`src/rtl/wb_xbar_n.sv`:
```
// Single-master, N-slave classic Wishbone interconnect: parameterised address map,
// registered slave-side request, per-transaction timeout and saturating error count.
module wb_xbar_n_dec #(
  parameter int AW = 32
) (
  input  logic [AW-1:0] adr,
  input  logic [AW-1:0] base,
  input  logic [AW-1:0] mask,
  output logic          hit
);
  assign hit = ((adr & mask) == base);
endmodule

module wb_xbar_n #(
  parameter int NUM_SLAVES = 4,
  parameter int ADDR_WIDTH = 32,
  parameter int DATA_WIDTH = 32,
  parameter logic [NUM_SLAVES*ADDR_WIDTH-1:0] SLAVE_BASE =
    {32'h3000_0000, 32'h2000_0000, 32'h1000_0000, 32'h0000_0000},
  parameter logic [NUM_SLAVES*ADDR_WIDTH-1:0] SLAVE_MASK = {4{32'hF000_0000}},
  parameter int TIMEOUT = 255
) (
  input  logic                             clk,
  input  logic                             rst,
  input  logic [ADDR_WIDTH-1:0]            m_adr_i,
  input  logic [DATA_WIDTH-1:0]            m_dat_i,
  input  logic                             m_we_i,
  input  logic [DATA_WIDTH/8-1:0]          m_sel_i,
  input  logic                             m_stb_i,
  input  logic                             m_cyc_i,
  output logic [DATA_WIDTH-1:0]            m_dat_o,
  output logic                             m_ack_o,
  output logic                             m_err_o,
  output logic [ADDR_WIDTH-1:0]            s_adr_o,
  output logic [DATA_WIDTH-1:0]            s_dat_o,
  output logic                             s_we_o,
  output logic [DATA_WIDTH/8-1:0]          s_sel_o,
  output logic [NUM_SLAVES-1:0]            s_cyc_o,
  output logic [NUM_SLAVES-1:0]            s_stb_o,
  input  logic [NUM_SLAVES*DATA_WIDTH-1:0] s_dat_i,
  input  logic [NUM_SLAVES-1:0]            s_ack_i,
  input  logic [NUM_SLAVES-1:0]            s_err_i,
  output logic                             busy_o,
  output logic [7:0]                       err_count_o
);
  localparam int IW = (NUM_SLAVES > 1) ? $clog2(NUM_SLAVES) : 1;
  localparam int CW = (TIMEOUT > 1) ? $clog2(TIMEOUT) : 1;
  localparam int SW = DATA_WIDTH / 8;

  typedef enum logic [1:0] {IDLE, ACCESS, RESP} state_e;
  typedef struct packed {
    logic [ADDR_WIDTH-1:0] adr;
    logic [DATA_WIDTH-1:0] dat;
    logic                  we;
    logic [SW-1:0]         sel;
  } req_t;

  state_e                state_q, state_d;
  req_t                  req_q, req_d;
  logic [IW-1:0]         idx_q, idx_d, hit_idx;
  logic [CW-1:0]         cnt_q, cnt_d;
  logic                  rerr_q, rerr_d;
  logic [DATA_WIDTH-1:0] rdat_q, rdat_d;
  logic [7:0]            ecnt_q, ecnt_d;
  logic [NUM_SLAVES-1:0] hit;
  logic                  hit_any;

  for (genvar k = 0; k < NUM_SLAVES; k++) begin : g_dec
    wb_xbar_n_dec #(.AW(ADDR_WIDTH)) u_dec (
      .adr  (m_adr_i),
      .base (SLAVE_BASE[k*ADDR_WIDTH +: ADDR_WIDTH]),
      .mask (SLAVE_MASK[k*ADDR_WIDTH +: ADDR_WIDTH]),
      .hit  (hit[k])
    );
  end

  // Walk downwards so the lowest matching index is the last one written.
  always_comb begin
    hit_any = |hit;
    hit_idx = '0;
    for (int k = NUM_SLAVES - 1; k >= 0; k--)
      if (hit[k]) hit_idx = IW'(k);
  end

  always_comb begin
    state_d = state_q;
    req_d   = req_q;
    idx_d   = idx_q;
    cnt_d   = cnt_q;
    rerr_d  = rerr_q;
    rdat_d  = rdat_q;
    ecnt_d  = ecnt_q;
    if (m_err_o && ecnt_q != 8'hFF) ecnt_d = ecnt_q + 8'd1;
    unique case (state_q)
      IDLE: if (m_cyc_i && m_stb_i) begin
        req_d.adr = m_adr_i;
        req_d.dat = m_dat_i;
        req_d.we  = m_we_i;
        req_d.sel = m_sel_i;
        idx_d     = hit_idx;
        cnt_d     = '0;
        rerr_d    = !hit_any;
        state_d   = hit_any ? ACCESS : RESP;
      end
      ACCESS: begin
        cnt_d = cnt_q + 1'b1;
        if (!m_cyc_i) begin
          state_d = IDLE;
        end else if (s_err_i[idx_q]) begin
          rerr_d  = 1'b1;
          state_d = RESP;
        end else if (s_ack_i[idx_q]) begin
          rerr_d  = 1'b0;
          state_d = RESP;
          if (!req_q.we) rdat_d = s_dat_i[int'(idx_q)*DATA_WIDTH +: DATA_WIDTH];
        end else if (TIMEOUT != 0 && cnt_q == CW'(TIMEOUT - 1)) begin
          rerr_d  = 1'b1;
          state_d = RESP;
        end
      end
      RESP:    state_d = IDLE;
      default: state_d = IDLE;
    endcase
  end

  always_ff @(posedge clk or negedge rst) begin
    if (!rst) begin
      state_q <= IDLE;
      req_q   <= '0;
      idx_q   <= '0;
      cnt_q   <= '0;
      rerr_q  <= 1'b0;
      rdat_q  <= '0;
      ecnt_q  <= '0;
    end else begin
      state_q <= state_d;
      req_q   <= req_d;
      idx_q   <= idx_d;
      cnt_q   <= cnt_d;
      rerr_q  <= rerr_d;
      rdat_q  <= rdat_d;
      ecnt_q  <= ecnt_d;
    end
  end

  // Strobes decode straight from the state flop so reset clears them asynchronously.
  assign s_stb_o     = (state_q == ACCESS) ? (NUM_SLAVES'(1) << idx_q) : '0;
  assign s_cyc_o     = s_stb_o;
  assign m_ack_o     = (state_q == RESP) && !rerr_q;
  assign m_err_o     = (state_q == RESP) && rerr_q;
  assign busy_o      = (state_q != IDLE);
  assign m_dat_o     = rdat_q;
  assign err_count_o = ecnt_q;
  assign s_adr_o     = req_q.adr;
  assign s_dat_o     = req_q.dat;
  assign s_we_o      = req_q.we;
  assign s_sel_o     = req_q.sel;
endmodule

```
`config.mk`:
```
export PLATFORM = sky130hd
export DESIGN_NAME = wb_xbar_n
export DESIGN_NICKNAME = d
export VERILOG_FILES = /design/src/rtl/wb_xbar_n.sv
export SDC_FILE = /design/constraint.sdc
export NUM_CORES = 1
export LEC_CHECK = 0
export CORE_UTILIZATION = 35
export CTS_CLUSTER_SIZE = 12
export DETAILED_ROUTE_END_ITERATION = 10
export PLACE_DENSITY_LB_ADDON = 0.3
export REMOVE_ABC_BUFFERS = 1
export SKIP_LAST_GASP = 1
export SLEW_MARGIN = 20
export SYNTH_ARGS = -nofsm -noshare
export SYNTH_HDL_FRONTEND = slang
export SYNTH_SLANG_ARGS = --single-unit
```
`constraint.sdc`:
```
create_clock -name clk -period 1.9 [get_ports clk]
set_input_delay 0.19 -clock clk [delete_from_list [all_inputs] [get_ports clk]]
set_output_delay 0.19 -clock clk [all_outputs]
set_load 0.005 [all_outputs]
```
==> flow_metrics.tcl, run 1 <==
set metrics [dict create \
    status "finished with violations" \
    violations "negative setup slack" \
    crit_start "state_q[1]$_DFFE_PN0P_" \
    drt-initial-drc-count 160 \
    reg2reg_slack_ns -0.13 \
    diodes 0 \
    antenna_found_initial 1 \
    numCtsBuffers 17 \
    grt_pass1_wl_mm 29.7 \
    die_area_mm2 0.0172 \
    synth_ff_type "dfrtp_1" \
    synth.distinct_cells 42 \
    row_count 46 \
    p_sw_uw 2380 \
    drtPass1Iterations 4 \
    tightest_slew_ns 0.564 \
    holdPathStages 3 \
    yosysWarnings 0 \
    clock_path_buffers 2 \
    placed_cells 1062 \
    clock_skew_ns 0.00524 \
    setup_ws_ns -0.130 \
    crit_arrival_ns 2.33 \
    r2r-start "state_q[1]$_DFFE_PN0P_" \
    r2r_cells 7 \
    setup_viol 31 \
    core_mm2 0.0161 \
    peakVddDrop_v 0.000578 \
    final_common_cell "clkdlybuf4s50_1" \
    end_kind "flop" \
    grt_pass1_vias 5388 \
    path_class "reg2reg" \
    r2r-end "m_dat_o[24]$_DFFE_PN0P_" \
    wirelength_mm 19.1 \
    via_count 5171 \
    hold_viol_final 0 \
    fin_crit_ns 2.03 \
    cts_num_sinks 122 \
    rsz0062_at_grt "yes" \
    track_usage_pct 22.5 \
    pwr-share-comb_pct 27.5 \
    slew-limit-headroom_pct 62.4 \
    vias_per_cell 4.69 \
    path_max_fanout 9 \
    drv_cap 0 \
    finalCritPeriodShare_pct 107 \
    clk_pin_slew_ns 0.06 \
    start_util_pct 36.3 \
    intPower_uw 6660 \
    swShare_pct 26.3 \
    setup_tns_ns -3.18 \
    max_freq_mhz 493 \
    final_antenna_net_count 0 \
    drive_gt1_share_pct 16.9 \
    grt-ovfl-total 0 \
    yosysSeqAreaShare_pct 52.2 \
    drv_slew 0 \
    yosysTopAreaCell "dfrtp_1" \
    regArea_mm2 0.00306 \
    powerDensity_mw_per_mm2 877 \
    finalNonFillerCells 1103 \
    start_kind "flop" \
    synth_area_leaders "dfrtp_1, nand2_1, mux4_2" \
    cts_root_buf "clkbuf_16" \
    htree_levels 4 \
    seqPwrFrac_pct 36.8 \
    hpwl_mm 14.5 \
    grt_max_degree 61 \
    pwr-share-clk_pct 35.7 \
    insertion_delay_ns 0.41 \
    gp_congestion 0.859 \
    hp-class "in2reg" \
    synth_edf_count 0 \
    port_buffers 328 \
    cts_tree "done" \
    avgSynthCellArea_um2 11.2 \
    syn_area_mm2 0.00585 \
    worstPathRequired_ns 2.20 \
    pin_count 329 \
    die_h_um 131 \
    synth_seq_cells 122 \
    p_leak_uw 0.00474 \
    synth_top_area_share_pct 52.2 \
    wl_per_cell_um 17.3 \
    final_cell_mix "clkdlybuf4s50_1, nand2_1, dfrtp_1" \
    multiInputGateArea_mm2 0.00264 \
    syn_inst 524 \
    crit_path_end "m_dat_o[24]$_DFFE_PN0P_" \
    area_growth_pct 76.2 \
    drc 0 \
    fillers 1307 \
    die_w_um 131 \
    fin_nets 1086 \
    async_reset_ff_share_pct 100 \
]
## what timing repair did
action,in CTS,in global routing
cloned,0,2
hold endpoints to repair,35,0
endpoints found under the setup margin,11,38
setup buffers,2,5
hold buffers,1,0
pin swaps,0,2
gates resized for setup,15,10
## sequential cells by signal (all words and copies together), names as in the netlist
register     flops
s_sel_o          4
err_count_o      8
s_dat_o         32
state_q          2
s_we_o           1
rerr_q           1
s_adr_o         32
m_dat_o         32
cnt_q            8
idx_q            2
## worst min path at each step
stage                      startpoint                      end
after floorplan                   rst     cnt_q[0]$_DFFE_PN0P_
after global placement            rst  s_dat_o[25]$_DFFE_PN0P_
after detailed placement          rst  s_adr_o[12]$_DFFE_PN0P_
after CTS                 m_adr_i[21]  s_adr_o[21]$_DFFE_PN0P_
after global routing       m_dat_i[0]   s_dat_o[0]$_DFFE_PN0P_
final                     m_adr_i[21]  s_adr_o[21]$_DFFE_PN0P_
## cells by family (layout without fill, tap and decap cells)
group / count (synthesis) / after routing / share of synthesized area [%]
and+or+nand+nor: 259 / 259 / 18.3
DFF: 122 / 122 / 52.2
muxes: 71 / 71 / 21.9
buffers and inverters: 40 / 403 / 3.38
AOI/OAI and AO/OA: 22 / 22 / 2.59
xor gates and xnor gates: 7 / 7 / 1.05
adders and majority gates: 3 / 3 / 0.642
## worst max-delay path, cell delays in order (launching register included)
cell and delay, ns:
dfrtp_1 0.39, buf_6 0.12, nand3b_1 0.25, buf_6 0.18, o22ai_4 0.15, nand4b_4 0.26
clkbuf_16 0.27, mux2_4 0.29
## final cells by class
type	count	share of cell area (%)
clock buffer	17	4.13
multi-input combinational	362	25.6
tap	216	2.62
inverter	8	0.291
clock inverter	15	1.60
timing repair buffer	363	36.1
sequential	122	29.6
## metal layers
layer  vias up  global-route usage, %  wire, um
met5         -                      0         0
met2       171                   37.4      9690
met3        32                   6.21      1060
li1       2467                      -         -
met4         0                   8.72       501
met1      2501                   27.8      7870
## power groups by stage
| stage | registers, uW | logic (uW) | clock network (uW) |
|---|---|---|---|
| global placement | 3350 | 2470 | 0 |
| detailed placement | 3370 | 2490 | 0 |
| global route | 3390 | 2670 | 3420 |
| finish | 3330 | 2480 | 3230 |
| floorplan | 3430 | 747 | 0 |
| CTS | 3330 | 2510 | 3290 |
## synth_stat cells, types with 2 or more instances
cell type,count
nor2_1,13
buf_2,2
nand4_1,5
or3_1,2
xor2_1,4
inv_1,8
dfrtp_1,122
and3_1,2
ha_1,3
xnor2_1,3
o21ai_0,11
clkbuf_1,21
nor3_1,2
o211ai_1,3
mux2i_1,3
nand2_1,216
mux2_4,30
buf_4,4
buf_6,4
mux2_2,5
nand3_1,7
mux4_2,33
nand2b_1,2
## stage by stage
step	power, uW	instance area, um^2	hold slack [ns]	utilization [%]	setup WS, ns
after global placement	5820	9580	0.226	59.5	-0.0530
after floorplan	4170	5680	-0.106	-	-4.43
after global routing	9480	10300	0.286	64.0	-0.223
final	9040	10300	0.296	64.0	-0.130
after CTS	9130	10200	0.277	63.4	-0.230
after detailed placement	5860	9580	0.226	59.5	-0.0687
Note: power is estimated with default switching activity, not from simulation.
==> run 2: changes to the inputs <==
--- a/config.mk
+++ b/config.mk
@@ -5,9 +5,11 @@
 export SDC_FILE = /design/constraint.sdc
 export NUM_CORES = 1
 export LEC_CHECK = 0
-export CORE_UTILIZATION = 35
+export CORE_AREA = 2 2 129 131
 export CTS_CLUSTER_SIZE = 12
 export DETAILED_ROUTE_END_ITERATION = 10
+export DIE_AREA = 0 0 131 133
+export MAX_ROUTING_LAYER = met4
 export PLACE_DENSITY_LB_ADDON = 0.3
 export REMOVE_ABC_BUFFERS = 1
 export SKIP_LAST_GASP = 1
==> constraint.sdc (replaced) <==
create_clock -name clk -period 2.4 [get_ports clk]
set_input_delay 0.24 -clock clk [delete_from_list [all_inputs] [get_ports clk]]
set_output_delay 0.24 -clock clk [all_outputs]
set_load 0.005 [all_outputs]
==> run 2 against run 1 <==
The flow now finishes without violations. Flip-flop and latch count did not move. Clock-buffer cell count increased by 5. Non-clock buffer count shrank 21. Wire length decreased by 2.7%. Combinational power decreased by 23%. Clock skew grew 0.0031 ns. Utilization decreased by 1.9 points. Critical path type is now reg2out. Critical endpoint is now s_cyc_o[0]. Largest cell class unchanged.
==> flow_metrics.tcl, run 2 (synthesis gave the netlist of run 1 again) <==
set metrics [dict create \
    status "complete, no violations" \
    grt_pass1_vias 5248 \
    cts_tree "done" \
    row_count 47 \
    p_leak_uw 0.00454 \
    rsz0062_at_grt "no" \
    use_met2_pct 34.0 \
    die_h_um 133 \
    via_count 5077 \
    cts_root_buf "clkbuf_16" \
    cp_num_buf_inv 1 \
    grt_pass1_wl_mm 28.6 \
    busiest_layer "met2" \
    start_kind "flop" \
    powerDensity_mw_per_mm2 712 \
    power_uw 7140 \
    diodes 0 \
    path_depth 3 \
    path_max_fanout 9 \
    hold_viol_final 0 \
    die_w_um 131 \
    track_usage_pct 22.2 \
    finalNonFillerCells 1084 \
    pin_count 329 \
    wl_per_cell_um 17.2 \
    path_class "reg2out" \
    tightest_slew_ns 0.564 \
    final_cell_mix "clkdlybuf4s50_1, nand2_1, dfrtp_1" \
    htree_levels 4 \
    cts_num_sinks 122 \
    worstPathRequired_ns 2.16 \
    crit_arrival_ns 2.06 \
    dp_slack_ns 0.330 \
    grt_util_met3_pct 6.03 \
    crit_family "simple AND/OR/NAND/NOR gates" \
    final_antenna_net_count 0 \
    final_common_cell "clkdlybuf4s50_1" \
    hpwl_mm 14.1 \
    setup_ws_ns 0.104 \
    fillers 1301 \
    area_growth_pct 71.4 \
    clock_path_buffers 2 \
    hp-class "in2reg" \
    numCtsBuffers 17 \
    insertion_delay_ns 0.40 \
    gp_congestion 0.813 \
    clk_pin_slew_ns 0.06 \
    holdPathStages 3 \
    fin_nets 1065 \
    r2r_cells 5 \
    end_kind "output port" \
    die_area_mm2 0.0174 \
    setup_tns_ns 0 \
    grt-ovfl-total 0 \
    antenna_found_initial 0 \
    cpMaxStageDelayCell "clkdlybuf4s50_1" \
    grt_max_degree 69 \
    slew-limit-headroom_pct 62.4 \
    drv_slew 0 \
    fin_crit_ns 2.30 \
    core_mm2 0.0162 \
    wirelength_mm 18.6 \
    drv_cap 0 \
    drive_gt1_share_pct 14.1 \
    vias_per_cell 4.68 \
    clock_skew_ns 0.00837 \
    use_met1_pct 28.0 \
    crit_chain "or3b_4 > nor2_1 > clkdlybuf4s50_1" \
    drt-initial-drc-count 294 \
    port_buffers 328 \
    peakVddDrop_v 0.000485 \
    max_freq_mhz 436 \
    drtPass1Iterations 4 \
    start_util_pct 36.2 \
    placed_cells 1052 \
    drc 0 \
    final_util_pct 62.0 \
    setup_viol 0 \
    max_stage_delay_ns 0.56 \
    finalCritPeriodShare_pct 95.7 \
]
[run 2: cell count changes in the layout (fill, tap and decap cells not counted), sizes merged]
cell | previous run | this run
bufinv | 2 | 3
clkinvlp | 4 | 0
dlymetal6s2s | 3 | 1
inv | 12 | 8
clkdlybuf4s15 | 1 | 0
dlygate4sd2 | 6 | 0
buf | 33 | 14
clkbuf | 20 | 22
clkdlybuf4s50 | 316 | 326
[run 2: per-stage QoR]
| stage | hold slack, ns | area [um^2] |
|---|---|---|
| after global routing | 0.352 | 10000 |
| final | 0.359 | 10000 |
| after floorplan | -0.0556 | 5680 |
| after detailed placement | 0.276 | 9410 |
| after global placement | 0.275 | 9410 |
| after CTS | 0.337 | 10000 |
[run 2: power breakdown]
| group | switching [uW] | total [uW] | internal, uW |
|---|---|---|---|
| Combinational | 629 | 1910 | 1290 |
| Clock | 877 | 2580 | 1700 |
| Sequential | 235 | 2650 | 2410 |
| Total | 1740 | 7140 | 5400 |
[run 2: worst register-to-register path, delay by kind of cell (launching register included)]
kind                   cells  cell delay [ns]
AOI/OAI and AO/OA          1             0.23
buffers and inverters      1             0.21
DFF                        1             0.47
muxes                      1             0.34
and+or+nand+nor            2             0.57
[run 2: repair_timing]
item,in CTS,in global routing
resized for setup,2,3
hold endpoints to repair,40,0
setup buffers,0,1
setup endpoints to repair,6,8
hold buffers,1,0
pin swaps,0,0
[run 2: area by class of cell]
class                           count  area (um^2)  area share (%)
Clock inverter                      8          119            1.19
Tap cell                          220          275            2.74
Inverter                            8         30.0           0.299
Clock buffer                       22          474            4.73
Timing Repair Buffer              342         3450            34.4
Multi-Input combinational cell    362         2620            26.1
Sequential cell                   122         3060            30.5
[run 2: worst paths after layout]
check                                       start                 endpoint  slack [ns]
max                        state_q[1]$_DFFE_PN0P_               s_cyc_o[0]        0.10
min in group asynchronous                     rst  s_dat_o[25]$_DFFE_PN0P_        0.38
min reg2reg                s_adr_o[3]$_DFFE_PN0P_   s_adr_o[3]$_DFFE_PN0P_        0.47
max reg2reg                state_q[1]$_DFFE_PN0P_   m_dat_o[5]$_DFFE_PN0P_        0.46
min                                    m_adr_i[5]   s_adr_o[5]$_DFFE_PN0P_        0.36
max in group asynchronous                     rst   state_q[0]$_DFFE_PN0P_        1.31
[run 2: per-layer routing]
layer / routed length (um) / share of wire [%] / vias to the layer above
met3: 1190 / 6.4 / 38
li1: - / - / 2424
met5: 0 / 0 / -
met1: 7720 / 41 / 2446
met4: 550 / 3.0 / 0
met2: 9150 / 49 / 169
==> run 3: changes to the inputs <==
--- a/config.mk
+++ b/config.mk
@@ -5,10 +5,10 @@
 export SDC_FILE = /design/constraint.sdc
 export NUM_CORES = 1
 export LEC_CHECK = 0
-export CORE_AREA = 2 2 129 131
+export CORE_ASPECT_RATIO = 0.6
+export CORE_UTILIZATION = 42
 export CTS_CLUSTER_SIZE = 12
 export DETAILED_ROUTE_END_ITERATION = 10
-export DIE_AREA = 0 0 131 133
 export MAX_ROUTING_LAYER = met4
 export PLACE_DENSITY_LB_ADDON = 0.3
 export REMOVE_ABC_BUFFERS = 1
==> constraint.sdc (replaced) <==
create_clock -name clk -period 2.4 [get_ports clk]
set_input_delay 0.36 -clock clk [delete_from_list [all_inputs] [get_ports clk]]
set_output_delay 0.36 -clock clk [all_outputs]
set_load 0.005 [all_outputs]
==> run 3 against run 2 <==
Clock power is 4% lower. Flip-flop and latch count unchanged. Sequential power hardly changed. Cell count shrank 4.2%. First-iteration DRC count shrank 15%. Via count up 4.3%. Total power shrank 0.63%. Non-clock buffer count grew 2. Highest routed layer unchanged.
==> flow_metrics.tcl, run 3 (synthesis gave the netlist of run 1 again) <==
set metrics [dict create \
    port_buffers 328 \
    max_stage_delay_ns 0.53 \
    drt-initial-drc-count 250 \
    r2r-end "m_dat_o[4]$_DFFE_PN0P_" \
    max_freq_mhz 427 \
    fin_nets 1067 \
    cts_root_buf "clkbuf_16" \
    hold_viol_final 0 \
    vias_per_cell 5.10 \
    fillers 865 \
    powerDensity_mw_per_mm2 711 \
    crit_chain "or3b_4 > nor2_4 > clkdlybuf4s50_1" \
    insertion_delay_ns 0.40 \
    reg2reg_slack_ns 0.37 \
    drv_slew 0 \
    clock_path_buffers 2 \
    setup_viol 0 \
    placed_cells 1002 \
    cts_tree "done" \
    crit_start "state_q[1]$_DFFE_PN0P_" \
    peakVddDrop_v 0.000670 \
    finalCritPeriodShare_pct 97.5 \
    start_util_pct 44.3 \
    min_from "s_adr_o[28]$_DFFE_PN0P_" \
    crit_arrival_ns 1.98 \
    r2r_cells 5 \
    gp_congestion 0.909 \
    fin_crit_ns 2.34 \
    hold_ws_ns 0.473 \
    wirelength_mm 19.6 \
    wl_per_cell_um 18.9 \
    cpMaxStageDelayCell "clkdlybuf4s50_1" \
    hp-class "reg2reg" \
    area_growth_pct 70.4 \
    final_common_cell "clkdlybuf4s50_1" \
    holdPathStages 2 \
    final_cell_mix "clkdlybuf4s50_1, nand2_1, dfrtp_1" \
    end_kind "output port" \
    wl_met2_mm 10.1 \
    dr_wl_met3_mm 1.04 \
    slew-limit-headroom_pct 63.2 \
    status "complete, no violations" \
    path_max_fanout 9 \
    p_leak_uw 0.00451 \
    hpwl_mm 15.1 \
    routed.top_layer "met4" \
    grt_pass1_wl_mm 29.3 \
    track_usage_pct 27.7 \
    die_area_mm2 0.0144 \
    htree_levels 4 \
    min_to "s_adr_o[28]$_DFFE_PN0P_" \
    finalNonFillerCells 1038 \
    drive_gt1_share_pct 14.3 \
    tightest_slew_ns 0.552 \
    die_h_um 93.4 \
    power_uw 7090 \
    core_mm2 0.0132 \
    grt_max_degree 76 \
    setup_ws_ns 0.0598 \
    cts_num_sinks 122 \
    row_count 32 \
    grt_pass1_vias 5327 \
    final_area_mm2 0.00997 \
    clk_pin_slew_ns 0.05 \
    path_class "reg2out" \
    numCtsBuffers 17 \
    drc 0 \
    grt-ovfl-total 0 \
    start_kind "flop" \
    die_w_um 154 \
    antenna_found_initial 1 \
    wl_met1_mm 8.29 \
    via_count 5297 \
    dp_slack_ns 0.192 \
    r2r-start "state_q[1]$_DFFE_PN0P_" \
    final_antenna_net_count 0 \
    drv_cap 0 \
    pin_count 329 \
    drtPass1Iterations 4 \
    worstPathRequired_ns 2.04 \
    placed_area_mm2 0.00935 \
    clock_skew_ns 0.00770 \
]
## run 3: cell count changes in the layout (fill, tap and decap cells not counted), sizes merged
cell	before	now
diode	0	1
inv	8	9
clkbuf	22	20
clkinvlp	0	5
dlymetal6s2s	1	0
bufinv	3	2
clkinv	5	3
clkdlybuf4s50	326	327
buf	14	16
## run 3: layout make-up
class | instances | area, um^2 | area share, %
well taps | 170 | 213 | 2.13
multi-input cells | 362 | 2630 | 26.3
clock buffers | 20 | 457 | 4.58
inverters | 8 | 30.0 | 0.301
diodes | 1 | 2.50 | 0.0251
repair buffers | 344 | 3470 | 34.8
clock inverters | 11 | 121 | 1.22
flip-flops and latches | 122 | 3060 | 30.6
## run 3: worst max-delay path by stage
stage	to	slack [ns]	cells after the start
finish	s_stb_o[2]	0.06	3
global route	s_stb_o[2]	-0.02	3
CTS	s_stb_o[2]	0.01	3
detailed placement	cnt_q[6]$_DFFE_PN0P_	0.19	6
global placement	cnt_q[6]$_DFFE_PN0P_	0.24	6
floorplan	cnt_q[3]$_DFFE_PN0P_	-3.93	4
## run 3: repair_timing
action | in CTS | in global routing
buffers inserted | 2 | 1
setup endpoints to repair | 2 | 6
hold endpoints to repair | 34 | 0
hold buffers | 1 | 0
gates resized for setup | 2 | 2
pin swaps | 0 | 0
## run 3: stage by stage
stage	setup TNS (ns)	utilization [%]
final	0	75.5
after global routing	-0.0182	75.5
after CTS	0	75.3
after detailed placement	0	70.7
after global placement	0	70.7
after floorplan	-293.69	-
## run 3: critical path, delay by kind of cell (launching register included)
family	cells	cell delay (ns)
buf+inv	1	0.53
simple gates	2	0.60
flops	1	0.46
## run 3: where the power goes
part	switching, uW	total, uW	internal, uW
clock	902	2480	1570
combinational	666	1950	1290
sequential	250	2660	2410
total	1820	7090	5270
## run 3: layer usage
metal	track usage, %	vias to the layer above
li1	-	2426
met1	35.4	2650
met2	46.3	198
met3	5.19	23
met4	6.52	0
met5	-	-
